File: src/rtl/fetch_queue_unit_if.sv
// rtl/fetch_queue_unit_if.sv - instruction memory read port between fetcher and memory
`timescale 1ns/1ps
interface fetch_queue_unit_if #(
    parameter int ADDR_WIDTH = 32,
    parameter int INST_WIDTH = 32
);
    logic                  req_valid;
    logic [ADDR_WIDTH-1:0] Addr;
    logic                  we;
    logic                  grant;
    logic                  data_valid;
    logic [INST_WIDTH-1:0] rdata;

    modport master (
        output req_valid, Addr, we,
        input  grant, data_valid, rdata
    );

    modport slave (
        input  req_valid, Addr, we,
        output grant, data_valid, rdata
    );
endinterface

File: src/rtl/fetch_queue_unit.sv
// rtl/fetch_queue_unit.sv - pipelined instruction fetcher with PC-tagged prefetch queue
`timescale 1ns/1ps
module fetch_queue_unit #(
    parameter int                    ADDR_WIDTH      = 32,
    parameter int                    INST_WIDTH      = 32,
    parameter int                    MEM_DEPTH       = 16,
    parameter int                    QUEUE_DEPTH     = 4,
    parameter int                    MAX_OUTSTANDING = 2,
    parameter logic [ADDR_WIDTH-1:0] RESET_PC        = '0
) (
    input  logic                  clk,
    input  logic                  reset,
    fetch_queue_unit_if.master    mem,
    input  logic                  system_stall,
    input  logic                  branch_taken,
    input  logic [ADDR_WIDTH-1:0] next_pc,
    output logic                  system_flush,
    output logic                  uop_valid_out,
    output logic [INST_WIDTH-1:0] opcode,
    output logic [ADDR_WIDTH-1:0] pc_out,
    output logic                  resp_err
);
    localparam int OW = $clog2(MAX_OUTSTANDING + 1);
    localparam int FW = (MAX_OUTSTANDING > 1) ? $clog2(MAX_OUTSTANDING) : 1;
    localparam int QW = $clog2(QUEUE_DEPTH);
    localparam int CW = $clog2(QUEUE_DEPTH + 1);
    localparam int SW = CW + 1;

    logic [ADDR_WIDTH-1:0] fetch_pc;
    logic [OW-1:0]         outstanding;
    logic [OW-1:0]         discard;

    logic [ADDR_WIDTH-1:0] inflight [MAX_OUTSTANDING];
    logic [FW-1:0]         if_wr;
    logic [FW-1:0]         if_rd;

    logic [ADDR_WIDTH-1:0] q_pc   [QUEUE_DEPTH];
    logic [INST_WIDTH-1:0] q_inst [QUEUE_DEPTH];
    logic [QW-1:0]         q_wr;
    logic [QW-1:0]         q_rd;
    logic [CW-1:0]         occ;

    logic                  req_valid_int;
    logic                  accept;
    logic                  resp_ok;
    logic                  resp_keep;
    logic                  pop;
    logic [SW-1:0]         credit_sum;
    logic [ADDR_WIDTH-1:0] pc_inc;
    logic [ADDR_WIDTH-1:0] pc_seq;
    logic [ADDR_WIDTH-1:0] pc_redirect;

    // Issue, response classification and decode-side view of the queue head
    always_comb begin
        credit_sum    = SW'(occ) + SW'(outstanding);
        req_valid_int = reset && !branch_taken
                        && (outstanding < OW'(MAX_OUTSTANDING))
                        && (credit_sum < SW'(QUEUE_DEPTH));
        accept        = req_valid_int && mem.grant;
        resp_ok       = mem.data_valid && (outstanding != '0);
        resp_keep     = resp_ok && (discard == '0) && !branch_taken;
        uop_valid_out = (occ != '0) && !branch_taken;
        pop           = uop_valid_out && !system_stall;
        opcode        = uop_valid_out ? q_inst[q_rd] : '0;
        pc_out        = uop_valid_out ? q_pc[q_rd]   : '0;
        pc_inc        = fetch_pc + 1'b1;
        pc_seq        = (pc_inc == ADDR_WIDTH'(MEM_DEPTH)) ? '0 : pc_inc;
        pc_redirect   = (next_pc >= ADDR_WIDTH'(MEM_DEPTH)) ? '0 : next_pc;
    end

    assign mem.req_valid = req_valid_int;
    assign mem.Addr      = fetch_pc;
    assign mem.we        = 1'b0;
    assign system_flush  = branch_taken;

    // Fetch PC, request credit, stale-response discard count and sticky error
    always_ff @(posedge clk or negedge reset) begin
        if (!reset) begin
            fetch_pc    <= RESET_PC;
            outstanding <= '0;
            discard     <= '0;
            resp_err    <= 1'b0;
        end else begin
            if (mem.data_valid && (outstanding == '0))
                resp_err <= 1'b1;

            if (branch_taken)
                fetch_pc <= pc_redirect;
            else if (accept)
                fetch_pc <= pc_seq;

            if (accept && !resp_ok)
                outstanding <= outstanding + 1'b1;
            else if (!accept && resp_ok)
                outstanding <= outstanding - 1'b1;

            // every request still in flight at redirect time returns stale data
            if (branch_taken)
                discard <= resp_ok ? outstanding - 1'b1 : outstanding;
            else if (resp_ok && (discard != '0))
                discard <= discard - 1'b1;
        end
    end

    // In-flight PC FIFO pointers; depth need not be a power of two
    always_ff @(posedge clk or negedge reset) begin
        if (!reset) begin
            if_wr <= '0;
            if_rd <= '0;
        end else if (branch_taken) begin
            if_wr <= '0;
            if_rd <= '0;
        end else begin
            if (accept)
                if_wr <= (if_wr == FW'(MAX_OUTSTANDING - 1)) ? '0 : if_wr + 1'b1;
            if (resp_keep)
                if_rd <= (if_rd == FW'(MAX_OUTSTANDING - 1)) ? '0 : if_rd + 1'b1;
        end
    end

    // In-flight PC storage
    always_ff @(posedge clk) begin
        if (accept)
            inflight[if_wr] <= fetch_pc;
    end

    // Prefetch queue pointers and occupancy
    always_ff @(posedge clk or negedge reset) begin
        if (!reset) begin
            q_wr <= '0;
            q_rd <= '0;
            occ  <= '0;
        end else if (branch_taken) begin
            q_wr <= '0;
            q_rd <= '0;
            occ  <= '0;
        end else begin
            if (resp_keep)
                q_wr <= q_wr + 1'b1;
            if (pop)
                q_rd <= q_rd + 1'b1;
            if (resp_keep && !pop)
                occ <= occ + 1'b1;
            else if (!resp_keep && pop)
                occ <= occ - 1'b1;
        end
    end

    // Prefetch queue storage, tagged with the PC that produced it
    always_ff @(posedge clk) begin
        if (resp_keep) begin
            q_pc[q_wr]   <= inflight[if_rd];
            q_inst[q_wr] <= mem.rdata;
        end
    end
endmodule

File: src/flat_wrapper.sv
// flat-port wrapper written by rule: the top's interface ports become plain ports
module fetch_queue_unit_flat 
#(
    parameter int                    ADDR_WIDTH      = 32,
    parameter int                    INST_WIDTH      = 32,
    parameter int                    MEM_DEPTH       = 16,
    parameter int                    QUEUE_DEPTH     = 4,
    parameter int                    MAX_OUTSTANDING = 2,
    parameter logic [ADDR_WIDTH-1:0] RESET_PC        = '0
)
  (clk, reset, system_stall, branch_taken, next_pc, system_flush, uop_valid_out, opcode, pc_out, resp_err, mem_req_valid, mem_Addr, mem_we, mem_grant, mem_data_valid, mem_rdata);
  fetch_queue_unit_if #(.ADDR_WIDTH(ADDR_WIDTH), .INST_WIDTH(INST_WIDTH)) mem_i ();
  input  logic clk;
  input  logic reset;
  input  logic system_stall;
  input  logic branch_taken;
  input  logic [ADDR_WIDTH-1:0] next_pc;
  output logic system_flush;
  output logic uop_valid_out;
  output logic [INST_WIDTH-1:0] opcode;
  output logic [ADDR_WIDTH-1:0] pc_out;
  output logic resp_err;
  output wire logic [$bits(mem_i.req_valid)-1:0] mem_req_valid;
  output wire logic [$bits(mem_i.Addr)-1:0] mem_Addr;
  output wire logic [$bits(mem_i.we)-1:0] mem_we;
  input wire logic [$bits(mem_i.grant)-1:0] mem_grant;
  input wire logic [$bits(mem_i.data_valid)-1:0] mem_data_valid;
  input wire logic [$bits(mem_i.rdata)-1:0] mem_rdata;
  assign mem_req_valid = mem_i.req_valid;
  assign mem_Addr = mem_i.Addr;
  assign mem_we = mem_i.we;
  assign mem_i.grant = mem_grant;
  assign mem_i.data_valid = mem_data_valid;
  assign mem_i.rdata = mem_rdata;
  fetch_queue_unit #(.ADDR_WIDTH(ADDR_WIDTH), .INST_WIDTH(INST_WIDTH), .MEM_DEPTH(MEM_DEPTH), .QUEUE_DEPTH(QUEUE_DEPTH), .MAX_OUTSTANDING(MAX_OUTSTANDING), .RESET_PC(RESET_PC)) u_core (.clk(clk), .reset(reset), .mem(mem_i), .system_stall(system_stall), .branch_taken(branch_taken), .next_pc(next_pc), .system_flush(system_flush), .uop_valid_out(uop_valid_out), .opcode(opcode), .pc_out(pc_out), .resp_err(resp_err));
endmodule
File: config.mk
export PLATFORM = sky130hd
export DESIGN_NAME = fetch_queue_unit_flat
export DESIGN_NICKNAME = d
export VERILOG_FILES = /design/src/rtl/fetch_queue_unit_if.sv /design/src/rtl/fetch_queue_unit.sv /design/src/flat_wrapper.sv
export SDC_FILE = /design/constraint.sdc
export NUM_CORES = 1
export LEC_CHECK = 0
export BUFFER_PORTS_ARGS = -buffer_cell sky130_fd_sc_hd__buf_2
export CAP_MARGIN = 20
export CORE_MARGIN = 3
export CORE_UTILIZATION = 33
export CTS_BUF_LIST = sky130_fd_sc_hd__clkbuf_8
export CTS_CLUSTER_DIAMETER = 50
export DETAILED_ROUTE_END_ITERATION = 7
export PLACE_DENSITY = 0.56
export SETUP_SLACK_MARGIN = 0.15
export SYNTH_ARGS = -nofsm -noshare
export SYNTH_HDL_FRONTEND = slang
export SYNTH_SLANG_ARGS = --single-unit
File: constraint.sdc
create_clock -name clk -period 6.8 [get_ports clk]
set_clock_uncertainty 0.1 [all_clocks]
set_input_delay 1.36 -clock clk [delete_from_list [all_inputs] [get_ports clk]]
set_output_delay 1.36 -clock clk [all_outputs]
set_load 0.03 [all_outputs]
==> flow_summary.ini, run 1 <==
[sta]
rsz0062_at_grt = false
maxSlewHeadroom_pct = 34.0
period_minus_slack_ns = 4.65
tns_ns = 0
setup-violations-final = 0
post-route-period-util_pct = 68.4
fmax_mhz = 215
drv_slew = 0
finalHoldViolCount = 0
worstMarginPinSlew_ns = 0.989
fin_hold_ws_ns = 0.363
worst_slack_ns = 2.15

[clock_network]
cts_setup_buffers = 0
cts_resized = 0
cts_tree = done
insertion_delay_ns = 0.59
path_clk_slew_ns = 0.06
cts_htree_levels = 3
clock_sinks = 366
cts_buffers = 66
max-clock-path-buffers = 3
cts_hold_buf = 0
cts_root_buffer = clkbuf_8

[power_and_ir_drop]
power_frac_comb_pct = 18.1
p_total_mw = 5.73
switchingPower_mw = 1.59
p_per_area_nw_per_um2 = 317
pwr-share-clk_pct = 34.3
netSwitchingFraction_pct = 27.8
leakage_nw = 6.44
p_int_mw = 4.14
vdd.ir_drop.worst_uv = 156
seq_power_share_pct = 47.6

[worst_hold_path]
hp-class = reg2reg

[final_layout]
nFillCells = 4235
layout.cells.non_filler = 1765
n_antenna_cell = 0
syn_to_final_growth_pct = 17.8
utilization_pct = 39.6
drive_above_1_share_pct = 33.4
final_nets = 1201
final_area_um2 = 18000

[setup_path]
slowest_stage = dfrtp_4
slowest_delay_ns = 1.06
cp.arrival_ns = 3.19
cp-end-kind = output port
crit_type = reg2out
crit_required_ns = 5.34
worstPathCellList = buf_4, mux4_2, and2_1, buf_2
cp-start-kind = flip-flop
path_max_fanout = 44

[place]
portBuffers = 169
place_ws_ns = 2.07
dpl_cell_area_um2 = 16800
post-place-cells = 1653
gp_congestion = 0.845
dp_hpwl_mm = 20.8

[routing]
top_layer = met4
met1_length_mm = 15.3
vias = 8710
wl_met3_mm = 2.18
wl_met2_mm = 16.4
wl_per_cell_um = 19.6
route.detailed.drc = 0
drt_iter0_drc = 577
vias_per_cell = 4.93
ant_nets = 0
routed_wl_mm = 34.6
dr.pass1.iters = 5

[floorplan]
ioPinCount = 171
fp.dieW_um = 221
fp.dieH_um = 221
initial_utilization_pct = 33.6
rows = 78
coreArea_um2 = 45600
die-area_um2 = 49100

[synthesis]
avgSynthCellArea_um2 = 16.5
synth_cells = 926
yosysTopAreaCellShare_pct = 62.7
synthTopCellsByCount = 320 x edfxtp_1, 70 x and2_1, 64 x mux4_2, 47 x nor2_1, 47 x o21ai_0
synth.area.top_cells = edfxtp_1 63%, mux4_2 9.4%, dfrtp_1 7.5%, and2_1 2.9%, mux2_2 2.6%
synth-seq-cells = 366
synth_nets = 1006
synth-main-ff-cell = edfxtp_1
async_flop_share_pct = 12.6
synth-seq-area-share_pct = 70.2
yosysWarnings = 0
syn_area_um2 = 15300
ys_types = 68
synth_area_leader_cell = edfxtp_1
synth_edf_count = 320
synth.most_common_cell = edfxtp_1

[job]
drv_cap = 0

[grt]
grt_pass1_vias = 8983
antenna_found_initial = 0
grt_max_degree = 67
grt_use_total_pct = 14.2
overflow = 0
grt_first_pass_wirelength_mm = 54.0

[outcome]
status = complete, no violations
[worst max-delay path: cells and delay by family (launching register included)]
| kind | cells | cell delay, ns |
|---|---|---|
| flops | 1 | 1.06 |
| buf+inv | 2 | 0.73 |
| simple gates | 1 | 0.18 |
| mux | 1 | 0.62 |
[layout by cell type (no fill, tap or decap), drive strengths merged, types with 3 or more instances in the layout]
| master | Yosys | layout |
|---|---|---|
| ha | 9 | 9 |
| edfxtp | 320 | 320 |
| nand2 | 36 | 36 |
| or3 | 6 | 6 |
| o21ai | 52 | 52 |
| nor4 | 11 | 11 |
| mux2i | 3 | 3 |
| inv | 13 | 33 |
| buf | 20 | 181 |
| and3 | 7 | 7 |
| or4 | 3 | 3 |
| clkbuf | 34 | 69 |
| nor3b | 3 | 3 |
| dfrtp | 46 | 46 |
| o31ai | 14 | 14 |
| clkinv | 0 | 15 |
| nand3 | 21 | 21 |
| bufinv | 0 | 4 |
| mux2 | 35 | 35 |
| nand4 | 19 | 19 |
| mux4 | 64 | 64 |
| and4 | 3 | 3 |
| xor2 | 11 | 11 |
| a31oi | 3 | 3 |
| nor3 | 12 | 12 |
| xnor2 | 14 | 14 |
| a21oi | 16 | 16 |
| clkinvlp | 0 | 4 |
| and2 | 70 | 70 |
| nor2 | 49 | 49 |
[sequential cells by signal (all words and copies together), names as in the netlist]
register            count
u_core.discard          2
u_core.if_rd            1
u_core.if_wr            1
u_core.inflight        64
u_core.mem.Addr        32
u_core.occ              3
u_core.outstanding      2
u_core.q_inst         128
u_core.q_pc           128
u_core.q_rd             2
u_core.q_wr             2
u_core.resp_err         1
[final timing paths]
| kind | slack (ns) | cells past startpoint | start | endpoint |
|---|---|---|---|---|
| worst max-delay path | 2.15 | 4 | u_core.q_rd[0] | pc_out[24] |
| worst min-delay path | 0.36 | 1 | u_core.resp_err | u_core.resp_err |
| worst max register to register | 3.38 | 9 | u_core.mem.Addr[0] | u_core.mem.Addr[1] |
| worst min register to register | 0.36 | 1 | u_core.resp_err | u_core.resp_err |
| max in group asynchronous | 5.34 | 2 | reset | u_core.q_rd[0] |
| min in group asynchronous | 0.78 | 2 | reset | u_core.mem.Addr[4] |
[kinds of logic (layout without fill, tap and decap cells)]
group	after synthesis	in the layout	share of synthesized area, %
compound gates	103	103	4.05
xor+xnor	25	25	1.43
fa+ha+maj	10	10	0.866
buf+inv	67	306	1.80
flops	366	366	70.2
mux	102	102	12.2
other cells	1	1	0.0245
simple gates	252	252	9.44
[cell type report]
cell class / instances / area [um2] / area share [%]
Tap cell: 600 / 751 / 4.16
Multi-Input combinational cell: 493 / 4300 / 23.8
Inverter: 13 / 48.8 / 0.270
Clock buffer: 69 / 950 / 5.26
Clock inverter: 43 / 297 / 1.64
Timing Repair Buffer: 181 / 936 / 5.19
Sequential cell: 366 / 10800 / 59.7
[power groups by stage]
stage	Clock, mW	Combinational (mW)	Sequential (mW)
2_1_floorplan	0	0.833	2.68
6_report	1.96	1.03	2.73
5_1_grt	2.16	1.14	2.75
3_5_place_dp	0	1.06	2.78
3_3_place_gp	0	1.05	2.77
4_1_cts	2.05	1.06	2.73
[routing by layer]
layer	track usage, %	vias to the layer above
li1	-	4005
met1	19.0	4408
met2	22.5	245
met3	3.82	52
met4	5.22	0
met5	0	-
Power figures use the tool's default switching activity.
==> run 2: changes to the inputs <==
==> constraint.sdc (replaced) <==
create_clock -name clk -period 4.5 [get_ports clk]
set_clock_uncertainty 0.1 [all_clocks]
set_input_delay 0.9 -clock clk [delete_from_list [all_inputs] [get_ports clk]]
set_output_delay 0.9 -clock clk [all_outputs]
set_load 0.03 [all_outputs]
==> run 2 against run 1 <==
Die area unchanged. Non-clock buffer count rose by 7. Utilization is 0.23 points higher. Combinational power increased by 65%. Worst hold slack lost 0.0099 ns. Setup slack got worse by 1.3 ns. Power grew 50%. Via count increased by 1.1%. Critical path depth unchanged. Clock power rose by 47%. Largest cell class unchanged.
==> flow_summary.ini, run 2 (synthesized netlist as in run 1, its figures left out) <==
[outcome]
status = complete, no violations

[grt]
grt_max_degree = 47
grt_use_total_pct = 14.1
met2_usage_pct = 22.4
grt_first_pass_wirelength_mm = 53.9
grt_util_met1_pct = 18.9
grt.busiest_layer = met2
antenna_found_initial = 0
overflow = 0
grt_use_met3_pct = 3.40
grt_pass1_vias = 9174

[setup_path]
path_max_fanout = 21
cp.arrival_ns = 2.61
cp-end-kind = output port
crit_required_ns = 3.50
cp-start-kind = flip-flop
crit_type = reg2out

[sta]
setup-violations-final = 0
worst_slack_ns = 0.887
post-route-period-util_pct = 80.3
worstMarginPinSlew_ns = 0.754
finalHoldViolCount = 0
maxSlewHeadroom_pct = 49.7
fmax_mhz = 277
tns_ns = 0
fin_hold_ws_ns = 0.353
drv_slew = 0
rsz0062_at_grt = false
period_minus_slack_ns = 3.61

[clock_network]
insertion_delay_ns = 0.59
cts_root_buffer = clkbuf_8
cts_resized = 0
cts_buffers = 66
clock_sinks = 366
path_clk_slew_ns = 0.06
cts_tree = done
max-clock-path-buffers = 3
cts_setup_buffers = 0
cts_hold_buf = 0
cts_htree_levels = 3

[final_layout]
n_antenna_cell = 0
final_cell_mix = 320 x edfxtp_1, 169 x buf_2, 73 x clkbuf_8, 66 x and2_1, 64 x mux4_2
final_nets = 1208
final_area_um2 = 18200
drive_above_1_share_pct = 33.7
largestRegisters = u_core.q_inst (128), u_core.q_pc (128), u_core.inflight (64)
syn_to_final_growth_pct = 18.5
layout_commonest_cell = edfxtp_1
nFillCells = 4201

[power_and_ir_drop]
leakage_nw = 6.51
switchingPower_mw = 2.42
p_per_area_nw_per_um2 = 474
p_int_mw = 6.18
netSwitchingFraction_pct = 28.2
seq_power_share_pct = 46.8
vdd.ir_drop.worst_uv = 218
power_frac_comb_pct = 19.7
pwr-share-clk_pct = 33.5

[place]
dpl_cell_area_um2 = 16900
dp_hpwl_mm = 21.3
place_ws_ns = 1.02
portBuffers = 169
gp_congestion = 0.831

[routing]
ant_nets = 0
vias = 8805
dr.pass1.iters = 6
drt_iter0_drc = 491
vias_per_cell = 4.96
routed_wl_mm = 34.7
wl_per_cell_um = 19.5
route.detailed.drc = 0

[floorplan]
coreArea_um2 = 45600
rows = 78
ioPinCount = 171
fp.dieW_um = 221
initial_utilization_pct = 33.6
fp.dieH_um = 221
die-area_um2 = 49100

[worst_hold_path]
hp-class = in2async

[job]
drv_cap = 0
-- run 2: cell type report --
cell class / count / area [um2] / area share [%]
Sequential cell: 366 / 10800 / 59.3
Multi-Input combinational cell: 493 / 4300 / 23.7
Timing Repair Buffer: 188 / 1060 / 5.86
Clock buffer: 73 / 1000 / 5.53
Tap cell: 600 / 751 / 4.14
Clock inverter: 42 / 216 / 1.19
Inverter: 13 / 48.8 / 0.269
-- run 2: power by group through the flow --
| stage | Combinational (mW) | Sequential [mW] | Clock, mW |
|---|---|---|---|
| after global placement | 1.72 | 4.09 | 0 |
| after floorplan | 1.26 | 4.04 | 0 |
| after CTS | 1.75 | 4.03 | 3.00 |
| after detailed placement | 1.74 | 4.10 | 0 |
| after global routing | 1.87 | 4.04 | 3.15 |
| final | 1.70 | 4.03 | 2.88 |
-- run 2: through the flow --
stage | power [mW] | cells | util, %
3_5_place_dp | 5.84 | 1660 | 37.1
3_3_place_gp | 5.81 | 1660 | 37.1
2_1_floorplan | 5.30 | 926 | -
4_1_cts | 8.78 | 1775 | 39.8
6_report | 8.60 | 1775 | 39.8
5_1_grt | 9.06 | 1775 | 39.8
-- run 2: worst paths after layout --
path	start	to	slack, ns	cells after the start
worst max-delay path	u_core.q_rd[0]	opcode[22]	0.89	4
worst min-delay path	reset	u_core.discard[1]	0.35	2
worst max register to register	u_core.mem.Addr[0]	u_core.mem.Addr[1]	1.21	10
worst min register to register	u_core.resp_err	u_core.resp_err	0.36	1
max in group asynchronous	reset	u_core.q_rd[0]	3.47	2
min in group clk	u_core.resp_err	u_core.resp_err	0.36	1
-- run 2: critical path, stage by stage, from the launching register on --
cell	delay (ns)
dfrtp_4	0.60
buf_4	0.47
mux4_2	0.58
and2_1	0.18
buf_2	0.17
-- run 2: per-layer routing --
layer / wire length [um] / vias to the layer above
li1: - / 4024
met1: 15300 / 4418
met2: 16300 / 297
met3: 2090 / 66
met4: 1060 / 0
met5: 0 / -
==> run 3: changes to the inputs <==
--- a/config.mk
+++ b/config.mk
@@ -12,7 +12,7 @@
 export CTS_BUF_LIST = sky130_fd_sc_hd__clkbuf_8
 export CTS_CLUSTER_DIAMETER = 50
 export DETAILED_ROUTE_END_ITERATION = 7
-export PLACE_DENSITY = 0.56
+export PLACE_DENSITY = 0.58
 export SETUP_SLACK_MARGIN = 0.15
 export SYNTH_ARGS = -nofsm -noshare
 export SYNTH_HDL_FRONTEND = slang
==> constraint.sdc (replaced) <==
create_clock -name clk -period 3.2 [get_ports clk]
set_clock_uncertainty 0.1 [all_clocks]
set_input_delay 0.64 -clock clk [delete_from_list [all_inputs] [get_ports clk]]
set_output_delay 0.64 -clock clk [all_outputs]
set_load 0.03 [all_outputs]
==> run 3 against run 2 <==
Via count grew 3.4%. Register-to-register slack got worse by 0.92 ns. Global-route usage rose by 0.60 points. Critical path type unchanged. Utilization increased by 1.4 points. Highest routed layer unchanged.
==> flow_summary.ini, run 3 (synthesized netlist as in run 1, its figures left out) <==
[sta]
period_minus_slack_ns = 3.03
tns_ns = 0
drv_slew = 0
fin_hold_ws_ns = 0.0394
worst_slack_ns = 0.171
maxSlewHeadroom_pct = 57.1
fmax_mhz = 330
finalHoldViolCount = 0
post-route-period-util_pct = 94.7
worstMarginPinSlew_ns = 0.638
setup-violations-final = 0
rsz0062_at_grt = true

[floorplan]
coreArea_um2 = 45600
fp.dieW_um = 221
fp.dieH_um = 221
die-area_um2 = 49100
ioPinCount = 171
initial_utilization_pct = 33.6
rows = 78

[final_layout]
largestRegisters = u_core.q_inst (128), u_core.q_pc (128), u_core.inflight (64)
syn_to_final_growth_pct = 22.7
seqCellArea_um2 = 10800
multiInputGateArea_um2 = 4330
final_nets = 1257
layout.cells.non_filler = 1827
drive_above_1_share_pct = 37.3
nFillCells = 4150
layout_commonest_cell = edfxtp_1
final_cell_mix = 320 x edfxtp_1, 160 x buf_2, 64 x mux4_2, 62 x clkbuf_8, 58 x and2_1

[routing]
dr.pass1.iters = 5
wl_per_cell_um = 20.5
routed_wl_mm = 37.4
ant_nets = 0
route.detailed.drc = 0
vias_per_cell = 4.98
vias = 9100
drt_iter0_drc = 750

[power_and_ir_drop]
p_per_area_nw_per_um2 = 657
leakage_nw = 6.79
vdd.ir_drop.worst_uv = 349
p_total_mw = 12.4

[worst_hold_path]
hp-class = in2async

[place]
post-place-cells = 1702
dp_hpwl_mm = 23.0
gp_congestion = 0.869
portBuffers = 169
place_ws_ns = 0.265

[setup_path]
cp-end-kind = output port
path_max_fanout = 8
crit_required_ns = 2.46
cp-start-kind = flip-flop
cp.arrival_ns = 2.29
crit_type = reg2out

[clock_network]
insertion_delay_ns = 0.66
cts_htree_levels = 2
clock_sinks = 366
cts_root_buffer = clkbuf_8
cts_tree = done
cts_buffers = 61
max-clock-path-buffers = 3
path_clk_slew_ns = 0.06
cts_hold_buf = 0

[grt]
grt_first_pass_wirelength_mm = 56.0
overflow = 0
grt_pass1_vias = 9277
grt_use_total_pct = 14.7
grt_max_degree = 67
antenna_found_initial = 1

[outcome]
status = complete, no violations

[job]
drv_cap = 0
==> run 3: changes by cell type in the layout (fill, tap and decap cells not counted), sizes merged <==
cell | previous run | this run
buf | 188 | 240
clkbuf | 73 | 64
clkinv | 13 | 29
clkinvlp | 2 | 3
diode | 0 | 2
bufinv | 1 | 3
inv | 39 | 27
==> run 3: worst paths after layout <==
| check | endpoint | cells past startpoint | startpoint | slack, ns |
|---|---|---|---|---|
| worst max-delay path | pc_out[16] | 5 | u_core.q_rd[0] | 0.17 |
| worst max register to register | u_core.mem.Addr[1] | 9 | u_core.mem.Addr[1] | 0.29 |
| worst min register to register | u_core.resp_err | 1 | u_core.resp_err | 0.37 |
| worst min-delay path | u_core.outstanding[1] | 2 | reset | 0.04 |
| min in group clk | u_core.q_inst[1][28] | 1 | mem_rdata[28] | 0.10 |
| max in group asynchronous | u_core.q_rd[0] | 2 | reset | 2.46 |
==> run 3: timing repair <==
| action | 4_1_cts | 5_1_grt |
|---|---|---|
| gates cloned | 1 | 2 |
| buffers inserted | 8 | 0 |
| gates resized for setup | 21 | 18 |
| pin swaps | 2 | 3 |
| endpoints found under the setup margin | 60 | 65 |
==> run 3: power breakdown <==
group	internal (mW)	switching, mW	total (mW)	leakage [nW]
Clock	2.04	1.86	3.91	0.634
Sequential	5.52	0.0804	5.60	3.54
Combinational	1.26	1.58	2.84	2.62
==> run 3: cell type report <==
cell class | instances | area share (%)
antenna | 2 | 0.0266
clock buffer | 62 | 4.54
clock inverter | 49 | 1.56
inverter | 13 | 0.259
multi-input combinational | 493 | 23.0
sequential | 366 | 57.3
tap | 600 | 3.99
timing repair buffer | 242 | 9.33
==> run 3: worst max-delay path: stages, from the launching register on <==
cell,delay [ns]
dfrtp_4,0.42
buf_4,0.18
buf_12,0.16
mux4_2,0.54
and2_1,0.17
buf_2,0.17
==> run 3: metal layers <==
layer  up-vias  track usage (%)  routed length (um)
li1       4132                -                   -
met3        58             3.69                2390
met5         -                0                   0
met2       306             23.8               17700
met4         0             4.71                 910
met1      4604             19.7               16500
==> run 3: metrics by stage <==
stage / util, % / area [um2]
2_1_floorplan: - / 15300
3_3_place_gp: 38.1 / 17400
3_5_place_dp: 38.1 / 17400
4_1_cts: 41.0 / 18700
5_1_grt: 41.3 / 18800
6_report: 41.3 / 18800
